[config.mk]
export PLATFORM = sky130hd
export DESIGN_NAME = uart_rx
export DESIGN_NICKNAME = d
export VERILOG_FILES = /design/src/rtl/uart_pkg.sv /design/src/rtl/uart_rx_sync.sv /design/src/rtl/uart_rx.sv
export SDC_FILE = /design/constraint.sdc
export NUM_CORES = 1
export LEC_CHECK = 0
export ABC_AREA = 1
export CORE_ASPECT_RATIO = 2
export CORE_MARGIN = 4
export CORE_UTILIZATION = 30
export CTS_CLUSTER_DIAMETER = 50
export CTS_CLUSTER_SIZE = 12
export DETAILED_ROUTE_END_ITERATION = 8
export GPL_ROUTABILITY_DRIVEN = 0
export MAX_ROUTING_LAYER = met4
export PLACE_DENSITY = 0.51
export SYNTH_ARGS = -nofsm -noshare
export SYNTH_HDL_FRONTEND = slang
export SYNTH_SLANG_ARGS = --single-unit
[constraint.sdc]
create_clock -name in_clk -period 1.5 [get_ports in_clk]
set_input_delay 0.225 -clock in_clk [delete_from_list [all_inputs] [get_ports in_clk]]
set_output_delay 0.225 -clock in_clk [all_outputs]
set_load 0.05 [all_outputs]
[src/rtl/uart_pkg.sv]
// Shared UART receive definitions: receiver state encoding, default bit
// period and frame width. Also used by the downstream sample assembler.
//
// Build option: UART_RX_PARITY_EN adds the PARITY state (8E1 framing).
package uart_pkg;

  // 100 MHz system clock at 115200 Bd.
  localparam int unsigned CLKS_PER_BIT_DEF = 868;

  // Data bits per UART frame.
  localparam int unsigned FRAME_W = 8;

  typedef enum logic [2:0] {
    ST_IDLE   = 3'd0,
    ST_START  = 3'd1,
    ST_DATA   = 3'd2,
`ifdef UART_RX_PARITY_EN
    ST_PARITY = 3'd3,
`endif
    ST_STOP   = 3'd4
  } rx_state_e;

endpackage

[src/rtl/uart_rx_sync.sv]
// Two-flop synchronizer for the asynchronous serial input.
// Both flops reset to 1 so that an idle line is seen after reset.
//
// Ports:
//   in_clk    system clock
//   in_rst    synchronous, active-high reset
//   in_async  asynchronous input
//   out_sync  synchronized output, two clock cycles behind in_async
module uart_rx_sync (
  input  logic in_clk,
  input  logic in_rst,
  input  logic in_async,
  output logic out_sync
);

  logic meta_q;
  logic sync_q;

  // NOTE: sequential state is written only with non-blocking assignments,
  // so every flop samples the values from before the clock edge.
  always_ff @(posedge in_clk) begin
    if (in_rst) begin
      meta_q <= 1'b1;
      sync_q <= 1'b1;
    end else begin
      meta_q <= in_async;
      sync_q <= meta_q;
    end
  end

  assign out_sync = sync_q;

endmodule

[src/rtl/uart_rx.sv]
// UART receiver, 8N1 (8E1 when UART_RX_PARITY_EN is defined), LSB first.
//
// Parameters:
//   CLKS_PER_BIT  clock cycles per UART bit, 4..65535
// Ports:
//   in_clk          system clock
//   in_rst          synchronous, active-high reset
//   in_uart_rx      asynchronous serial line, idle high
//   out_uart_frame  last correctly received byte, held until the next one
//   out_uart_ready  one-cycle pulse, out_uart_frame valid in the same cycle
//   out_frame_err   one-cycle pulse when the stop bit is sampled low
//   out_parity_err  one-cycle pulse on even-parity mismatch (0 without parity)
//
// Build option: UART_RX_PARITY_EN enables the parity bit and its check.
module uart_rx
  import uart_pkg::*;
#(
  parameter int unsigned CLKS_PER_BIT = CLKS_PER_BIT_DEF
) (
  input  logic               in_clk,
  input  logic               in_rst,
  input  logic               in_uart_rx,
  output logic [FRAME_W-1:0] out_uart_frame,
  output logic               out_uart_ready,
  output logic               out_frame_err,
  output logic               out_parity_err
);

  localparam int unsigned CNT_W = 16;
  localparam int unsigned BIT_W = $clog2(FRAME_W);

  // The start-bit sample point is pulled in by two cycles: one cycle is
  // spent registering the falling edge into START, the other registering
  // the result pulse. This puts out_uart_ready exactly half a bit plus
  // nine bits after the synchronized line first goes low.
  localparam logic [CNT_W-1:0] START_SAMPLE = CNT_W'(CLKS_PER_BIT / 2 - 2);
  localparam logic [CNT_W-1:0] BIT_LAST     = CNT_W'(CLKS_PER_BIT - 1);
  localparam logic [BIT_W-1:0] LAST_DATA    = BIT_W'(FRAME_W - 1);

  logic rx_sync;
  logic rx_hist_q;

  rx_state_e          state_q, state_n;
  logic [CNT_W-1:0]   cnt_q, cnt_n;
  logic [BIT_W-1:0]   bit_q, bit_n;
  logic [FRAME_W-1:0] shift_q, shift_n;
  logic [FRAME_W-1:0] frame_q, frame_n;
  logic               ready_q, ready_n;
  logic               ferr_q, ferr_n;
  logic               par_bad;
`ifdef UART_RX_PARITY_EN
  logic               par_q, par_n;
  logic               perr_q, perr_n;
`endif

  uart_rx_sync u_sync (
    .in_clk   (in_clk),
    .in_rst   (in_rst),
    .in_async (in_uart_rx),
    .out_sync (rx_sync)
  );

`ifdef UART_RX_PARITY_EN
  // Even parity: data bits plus parity bit must hold an even number of ones.
  assign par_bad = ^{shift_q, par_q};
`else
  assign par_bad = 1'b0;
`endif

  always_ff @(posedge in_clk) begin
    if (in_rst) begin
      rx_hist_q <= 1'b1;
      state_q   <= ST_IDLE;
      cnt_q     <= '0;
      bit_q     <= '0;
      shift_q   <= '0;
      frame_q   <= '0;
      ready_q   <= 1'b0;
      ferr_q    <= 1'b0;
`ifdef UART_RX_PARITY_EN
      par_q     <= 1'b0;
      perr_q    <= 1'b0;
`endif
    end else begin
      rx_hist_q <= rx_sync;
      state_q   <= state_n;
      cnt_q     <= cnt_n;
      bit_q     <= bit_n;
      shift_q   <= shift_n;
      frame_q   <= frame_n;
      ready_q   <= ready_n;
      ferr_q    <= ferr_n;
`ifdef UART_RX_PARITY_EN
      par_q     <= par_n;
      perr_q    <= perr_n;
`endif
    end
  end

  always_comb begin
    // NOTE: every signal written here gets a default first, so no path
    // through the case statement can leave one unassigned and infer a latch.
    state_n = state_q;
    cnt_n   = cnt_q + 1'b1;
    bit_n   = bit_q;
    shift_n = shift_q;
    frame_n = frame_q;
    ready_n = 1'b0;
    ferr_n  = 1'b0;
`ifdef UART_RX_PARITY_EN
    par_n   = par_q;
    perr_n  = 1'b0;
`endif

    unique case (state_q)
      ST_IDLE: begin
        cnt_n = '0;
        // Only a high-to-low transition starts a frame, so a line stuck
        // low (break) cannot retrigger.
        if (rx_hist_q && !rx_sync) begin
          state_n = ST_START;
          bit_n   = '0;
        end
      end

      ST_START: begin
        if (cnt_q == START_SAMPLE) begin
          cnt_n   = '0;
          state_n = rx_sync ? ST_IDLE : ST_DATA;
        end
      end

      ST_DATA: begin
        if (cnt_q == BIT_LAST) begin
          cnt_n   = '0;
          shift_n = {rx_sync, shift_q[FRAME_W-1:1]};
          bit_n   = bit_q + 1'b1;
          if (bit_q == LAST_DATA) begin
`ifdef UART_RX_PARITY_EN
            state_n = ST_PARITY;
`else
            state_n = ST_STOP;
`endif
          end
        end
      end

`ifdef UART_RX_PARITY_EN
      ST_PARITY: begin
        if (cnt_q == BIT_LAST) begin
          cnt_n   = '0;
          par_n   = rx_sync;
          state_n = ST_STOP;
        end
      end
`endif

      ST_STOP: begin
        if (cnt_q == BIT_LAST) begin
          cnt_n   = '0;
          state_n = ST_IDLE;
          // A missing stop bit takes precedence over a parity mismatch so
          // that only one pulse is ever raised per frame.
          if (!rx_sync) begin
            ferr_n = 1'b1;
          end else if (par_bad) begin
`ifdef UART_RX_PARITY_EN
            perr_n = 1'b1;
`endif
          end else begin
            frame_n = shift_q;
            ready_n = 1'b1;
          end
        end
      end

      default: begin
        state_n = ST_IDLE;
        cnt_n   = '0;
      end
    endcase
  end

  assign out_uart_frame = frame_q;
  assign out_uart_ready = ready_q;
  assign out_frame_err  = ferr_q;
`ifdef UART_RX_PARITY_EN
  assign out_parity_err = perr_q;
`else
  assign out_parity_err = 1'b0;
`endif

endmodule

Word level (Yosys, flattened, before mapping) --
Cells that the tools add are included.
Storage, ports and cells: register bits 43, input port bits 3, output and inout port bits 11, logic and storage cells 50
Operators by class: add/subtract/negate cells 2, equality and inequality tests 11, mux-type cells 15, bitwise operators 2, reductions and logical operators 10
Operators by type and width (number):
- $mux 16 | 2
- $pmux 16 s2 | 1
- $mux 3 | 7
- $add 16x1->16 const B | 1
- $eq 16x10->1 const B | 1
- $eq 16x9->1 const B | 1
- $pmux 3 s4 | 1
- $ne 2x2->1 const B | 5
- $eq 3x3->1 const B | 2
- $pmux 3 s2 | 1
- $reduce_and 3->1 | 2
- $reduce_and 5->1 | 1
- $add 3x1->3 const B | 1
- $eq 3x1->1 const B | 1
- $eq 3x2->1 const B | 1
- $logic_not 3->1 | 1
- $reduce_or 3->1 | 1
- $mux 1 | 2
- $mux 2 | 1
- $not 1->1 | 2
- $reduce_and 2->1 | 1
- $reduce_bool 2->1 | 1
- $reduce_or 2->1 | 1
- $logic_and 1x1->1 | 1
- $logic_not 1->1 | 1

Longest topological paths before layout --
Gate-level depths: netlist (run 1).
depth in word-level cells 4, mapped depth 10, gate-level depth less buffers 10

Hierarchy --
From an unflattened synthesis (run 1), not the netlist that was laid out.
Unflattened totals: cell total of the unflattened synthesis 252, area, all modules 1986.9 µm²
By module, submodules not included:
- uart_rx | times used 1, cells an instance 245, area an instance 1928.1 µm², seq. area each 820.8 µm²
- uart_rx_sync | times used 1, cells an instance 7, area an instance 58.8 µm², seq. area each 40.0 µm²

Worst setup path before layout (run 1) --
No wires, ideal clock.
path type reg-to-reg, from reg cnt_q[0], to reg cnt_q[4], library setup time 117 ps, data arrival time 1317 ps, data required time 1383 ps, slack 66 ps, cell stages (with the launch flop) 10, clock period less this slack 1434 ps, cells stage by stage dfxtp_1 ha_1 nand2_1 nor2_4 nand2_4 nand2_4 nand2_4 nand3_4 buf_12 nor2_2
Between the ends: cells in the longest elaborated chain, start to end 3, elaborated cells on any way between the ends 6
Ends and longest elaborated chain:
- start, declared | line uart_rx.sv:44 | logic [CNT_W-1:0] cnt_q, cnt_n;
- start signal, assigned | line uart_rx.sv:87 | cnt_q <= cnt_n;
- $add 16x1->16 (tied with other cells) | line uart_rx.sv:104 | cnt_n = cnt_q + 1'b1;
- $mux 16 (on tied branches) | line uart_rx.sv:134, uart_rx.sv:159, uart_rx.sv:127
- $pmux 16 s2 * | line uart_rx.sv:115 | unique case (state_q)
Mark *: on every way between the ends. The rest lies on a longest branch, timed or not. A chain may end at the register's enable or synchronous reset.

Worst setup path in the final report (run 1) --
from reg cnt_q[3], to reg cnt_q[9]
Same word-level chain as after synthesis.

==> results of run 1 <==
final cells by class:
class / count / area (um^2) / share of cell area
Sequential cell: 43 / 880.8 / 0.3247
Clock inverter: 2 / 60.06 / 0.02214
Timing Repair Buffer: 39 / 339.1 / 0.1250
Clock buffer: 6 / 128.9 / 0.04751
Multi-Input combinational cell: 179 / 1070 / 0.3944
Inverter: 33 / 123.9 / 0.04566
Tap cell: 88 / 110.1 / 0.04059
logic make-up (layout without fill, tap and decap cells):
family	count (synthesis)	in the layout	share of synthesized area
AND/OR/NAND/NOR	129	130	0.3284
flip-flops	43	43	0.4255
adder cells (fa/ha/maj)	4	4	0.02474
AO/OA/AOI/OAI	33	33	0.08349
buffers and inverters	40	80	0.08843
other	1	1	0.001854
XOR/XNOR	11	11	0.04762
flip-flops by register name (all words and copies together) (netlist names):
| register | cells |
|---|---|
| cnt_q | 16 |
| out_uart_frame | 8 |
| shift_q | 8 |
| bit_q | 3 |
| state_q | 3 |
| out_frame_err | 1 |
| out_uart_ready | 1 |
| rx_hist_q | 1 |
| u_sync.meta_q | 1 |
| u_sync.out_sync | 1 |
worst paths after layout:
path	startpoint	endpoint
min reg2reg	u_sync.meta_q	u_sync.out_sync
min	u_sync.meta_q	u_sync.out_sync
max	cnt_q[3]	cnt_q[9]
max reg2reg	cnt_q[3]	cnt_q[9]
layer usage:
metal	global-route usage	vias to the layer above	part of all wire
li1	-	906	-
met1	0.1092	836	0.33
met2	0.2539	26	0.60
met3	0.02888	12	0.026
met4	0.06616	0	0.037
met5	-	-	0
synthesized netlist by cell type (all sizes together):
cell / number
or2: 3
o31ai: 1
dfxtp: 43
nand2: 48
nor2: 44
buf: 4
a21oi: 20
nand3: 23
nor3: 4
a31oi: 1
o21ai: 11
clkbuf: 3
xnor2: 3
xor2: 8
ha: 4
inv: 33
conb: 1
nand4: 7
metrics by stage:
step                      hold slack, ns  instances   TNS (ns)  utilization  instance area, um^2
after floorplan                   0.3288        261          0            -                 2023
after global placement            0.3916        375          0       0.3568                 2344
after detailed placement          0.4006        375   -0.05044       0.3568                 2344
after CTS                         0.4147        386          0       0.3939                 2587
after global routing              0.4310        390  -0.007447       0.4130                 2713
final                             0.4109        390          0       0.4130                 2713
power by group through the flow:
stage / registers [uW] / logic [uW] / clock network, uW
floorplan: 1290 / 751 / 0
global placement: 1300 / 926 / 0
detailed placement: 1300 / 940 / 0
CTS: 1280 / 1020 / 1410
global route: 1290 / 1180 / 1470
finish: 1280 / 1060 / 1390
repair_timing:
action / 4_1_cts / 5_1_grt
buffers inserted: 3 / 3
pin swaps: 0 / 9
resized for setup: 2 / 32
endpoints found under the setup margin: 10 / 37
cloned: 0 / 1
==> impl_metrics.json, run 1 <==
{
  "layout_commonest_cell": "nand2_1",
  "nets": 308,
  "area_delta_synth_final_pct": 34.08,
  "clock_latency_ns": 0.28,
  "dieHeight_um": 124.1,
  "min_period_over_period": 0.9434,
  "grt_max_degree": 17,
  "synth.distinct_cells": 29,
  "antenna_found_initial": 0,
  "powerDensity_nw_per_um2": 1375,
  "clockBufferDepth": 2,
  "start_util": 0.3080,
  "vias": 1780,
  "r2r_cells": 9,
  "ir_worst_vdd_uv": 932.5,
  "startpoint_type": "flip-flop",
  "die_w_um": 66.07,
  "required_ns": 1.68,
  "core_um2": 6569,
  "nFillCells": 681,
  "swShare": 0.3039,
  "max_cap_viol_count": 0,
  "min_path_cells": 1,
  "syn_avg_cell_area_um2": 7.752,
  "ys_seq_elements": 43,
  "grt_pass1_wl_mm": 7.762,
  "synth_top_area_frac": 0.4255,
  "worst_slack_ns": 0.08489,
  "drtPass1Iterations": 4,
  "cp.depth": 9,
  "ant_nets": 0,
  "p_int_uw": 2596,
  "fmax_ghz": 0.7067,
  "synthTopCellsByArea": "dfxtp_1 43%, nand2_1 7.4%, inv_1 5.8%",
  "final_cell_mix": "36 x nand2_1, 33 x dfxtp_1, 33 x buf_4",
  "wl_per_cell_um": 12.35,
  "critPathBufInv": 1,
  "leakagePower_uw": 0.001067,
  "pwr-share-comb": 0.284,
  "grt.overflow.total": 0,
  "drtIter0Drc": 73,
  "syn_inst": 261,
  "finalSetupViolations": 0,
  "cts_hold_buf": 0,
  "hp-class": "reg2reg",
  "htree_levels": 2,
  "rows": 42,
  "dp_hpwl_mm": 3.574,
  "pin_count": 14,
  "p_seq_frac": 0.344,
  "drive_above_1_share": 0.3278,
  "grt_pass1_vias": 1696,
  "ys_warn_count": 0,
  "crit_chain": "nor2_4 -> nand2_2 -> nor2_4 -> nand2_4 -> nand2_4 -> nand2_4 -> nand3_4 -> buf_12 -> nor2_1",
  "vias_per_cell": 4.564,
  "slew_violations": 0,
  "cp_data_arrival_time_ns": 1.59,
  "numCtsBuffers": 5,
  "path_max_fanout": 7,
  "total_power_uw": 3729,
  "hold_violations": 0,
  "r2r_setup_slack_ns": 0.08,
  "timing.critical_path.slowest_stage_cell": "dfxtp_4",
  "fin_crit_ns": 1.415,
  "cts_tree": "done",
  "status": "completed",
  "n_antenna_cell": 0,
  "cpMostUsedCell": "nand2_4",
  "totalWireLength_mm": 4.816,
  "io_buffers": 12,
  "yosysTopAreaCell": "dfxtp_1",
  "clkPwrFrac": 0.372,
  "cp_top_family": "simple AND/OR/NAND/NOR gates",
  "slowest_delay_ns": 0.36,
  "cts.clk_slew.worst_paths_ns": 0.06,
  "pre_cts_ws_ns": -0.009747,
  "dieArea_um2": 8202,
  "synth_area_um2": 2023,
  "crit_type": "reg2reg",
  "grt.total_usage": 0.1296,
  "rsz0062_at_grt": "true",
  "endpoint_kind": "flip-flop",
  "fin_worst_skew_ns": 0.002496,
  "cts_sinks": 43,
  "drc_errors": 0,
  "ys_seq_area_frac": 0.4255,
  "switching_power_uw": 1133,
  "synth_fp_nets": 268,
  "clockRootBuffer": "clkbuf_16"
}
No activity file was read; power rests on OpenSTA's default activity.
==> run 2, diff against run 1 <==
--- a/config.mk
+++ b/config.mk
@@ -6,15 +6,16 @@
 export NUM_CORES = 1
 export LEC_CHECK = 0
 export ABC_AREA = 1
+export ABC_CLOCK_PERIOD_IN_PS = 1500
 export CORE_ASPECT_RATIO = 2
 export CORE_MARGIN = 4
-export CORE_UTILIZATION = 30
+export CORE_UTILIZATION = 52
 export CTS_CLUSTER_DIAMETER = 50
 export CTS_CLUSTER_SIZE = 12
 export DETAILED_ROUTE_END_ITERATION = 8
 export GPL_ROUTABILITY_DRIVEN = 0
 export MAX_ROUTING_LAYER = met4
-export PLACE_DENSITY = 0.51
+export PLACE_DENSITY = 0.78
 export SYNTH_ARGS = -nofsm -noshare
 export SYNTH_HDL_FRONTEND = slang
 export SYNTH_SLANG_ARGS = --single-unit
==> impl_metrics.json, run 2 (synthesis gave the netlist of run 1 again) <==
{
  "status": "completed",
  "dp_hpwl_mm": 3.262,
  "numCtsBuffers": 5,
  "startpoint_type": "flip-flop",
  "area_delta_synth_final_pct": 21.83,
  "cts.clk_slew.worst_paths_ns": 0.08,
  "cts_tree": "done",
  "path_max_fanout": 8,
  "ir_worst_vdd_uv": 1346,
  "clockRootBuffer": "clkbuf_8",
  "finalSetupViolations": 0,
  "ant_nets": 0,
  "io_buffers": 12,
  "cts_sinks": 43,
  "leakagePower_uw": 0.0009571,
  "cp_data_arrival_time_ns": 1.62,
  "fmax_ghz": 0.7006,
  "largest-register": "cnt_q",
  "crit_type": "reg2reg",
  "required_ns": 1.69,
  "r2r-end": "cnt_q[15]",
  "start_util": 0.5491,
  "drtPass1Iterations": 4,
  "grt.overflow.total": 0,
  "die_w_um": 52.11,
  "clockBufferDepth": 2,
  "cp-endpoint": "cnt_q[15]",
  "grt.total_usage": 0.2007,
  "vias_per_cell": 5.075,
  "dpl.cell_count": 334,
  "pin_count": 14,
  "final_cell_count_no_fill": 345,
  "min_period_over_period": 0.9516,
  "final_util": 0.6689,
  "r2r_cells": 10,
  "grt_pass1_vias": 1699,
  "largest_reg_flops": 16,
  "dieHeight_um": 96.21,
  "n_antenna_cell": 0,
  "fin_crit_ns": 1.427,
  "fin_worst_skew_ns": 0.008966,
  "cts_hold_buf": 0,
  "powerDensity_nw_per_um2": 1226,
  "nets": 302,
  "reg2reg_from": "cnt_q[1]",
  "hold_ws_ns": 0.4229,
  "antenna_found_initial": 0,
  "wl_per_cell_um": 12.61,
  "final_cell_mix": "38 x nand2_1, 38 x dfxtp_1, 30 x inv_1",
  "hold_violations": 0,
  "crit_path_start": "cnt_q[1]",
  "r2r_setup_slack_ns": 0.07,
  "rows": 31,
  "grt_pass1_wl_mm": 7.286,
  "clock_latency_ns": 0.30,
  "drive_above_1_share": 0.3007,
  "rsz0062_at_grt": "true",
  "grt_max_degree": 17,
  "totalWireLength_mm": 4.350,
  "vias": 1751,
  "dieArea_um2": 5013,
  "total_power_uw": 3023,
  "drc_errors": 0,
  "hp-class": "reg2reg",
  "drtIter0Drc": 42,
  "max_cap_viol_count": 0,
  "slew_violations": 0,
  "endpoint_kind": "flip-flop",
  "core_um2": 3685,
  "fin_tns_setup_ns": 0,
  "htree_levels": 2
}
run 2: how the worst min path moves through the flow:
stage	from	to	slack, ns	depth (start not counted)
2_1_floorplan	in_uart_rx	u_sync.meta_q	0.33	1
3_3_place_gp	u_sync.meta_q	u_sync.out_sync	0.39	1
3_5_place_dp	u_sync.meta_q	u_sync.out_sync	0.40	1
4_1_cts	u_sync.meta_q	u_sync.out_sync	0.43	1
5_1_grt	u_sync.meta_q	u_sync.out_sync	0.45	1
6_report	u_sync.meta_q	u_sync.out_sync	0.42	1
run 2: layout make-up:
class	count	area, um^2
flip-flops and latches	43	869.6
inverters	33	123.9
clock inverters	3	23.77
repair buffers	32	257.7
multi-input cells	180	1060
fillers	331	1220
clock buffers	5	68.82
well taps	49	61.31
run 2: worst max-delay path, stage by stage, from the launching register on:
cell and delay [ns]:
dfxtp_1 0.32, buf_4 0.13, inv_1 0.05, ha_1 0.16
nand3_1 0.10, nor2_2 0.11, nand2_1 0.07, nand2_2 0.11
nand2_4 0.08, nand3_4 0.12, nor2_1 0.07
run 2: through the flow:
step                setup slack (ns)  cell area, um^2
CTS                         0.002891             2395
global placement           0.0005963             2280
floorplan                    0.06621             2023
global route                -0.06495             2465
finish                       0.07264             2465
detailed placement          -0.06457             2280
run 2: layer usage:
| layer | routed length (um) | vias up | share of wire | global-route usage |
|---|---|---|---|---|
| met4 | 210 | 0 | 0.048 | 0.1510 |
| met5 | 0 | - | 0 | - |
| li1 | - | 898 | - | - |
| met1 | 1567 | 808 | 0.36 | 0.1855 |
| met3 | 81 | 17 | 0.019 | 0.03876 |
| met2 | 2490 | 28 | 0.57 | 0.3508 |
run 2: report_power, final:
part | switching, uW | internal [uW]
Sequential | 62.5 | 1220
Combinational | 649 | 348
Clock | 413 | 333
Total | 1120 | 1900
run 2: timing repair:
item,4_1_cts,5_1_grt
pin swaps,0,4
setup buffers,0,1
setup endpoints to repair,24,37
resized for setup,3,19
cloned,1,1
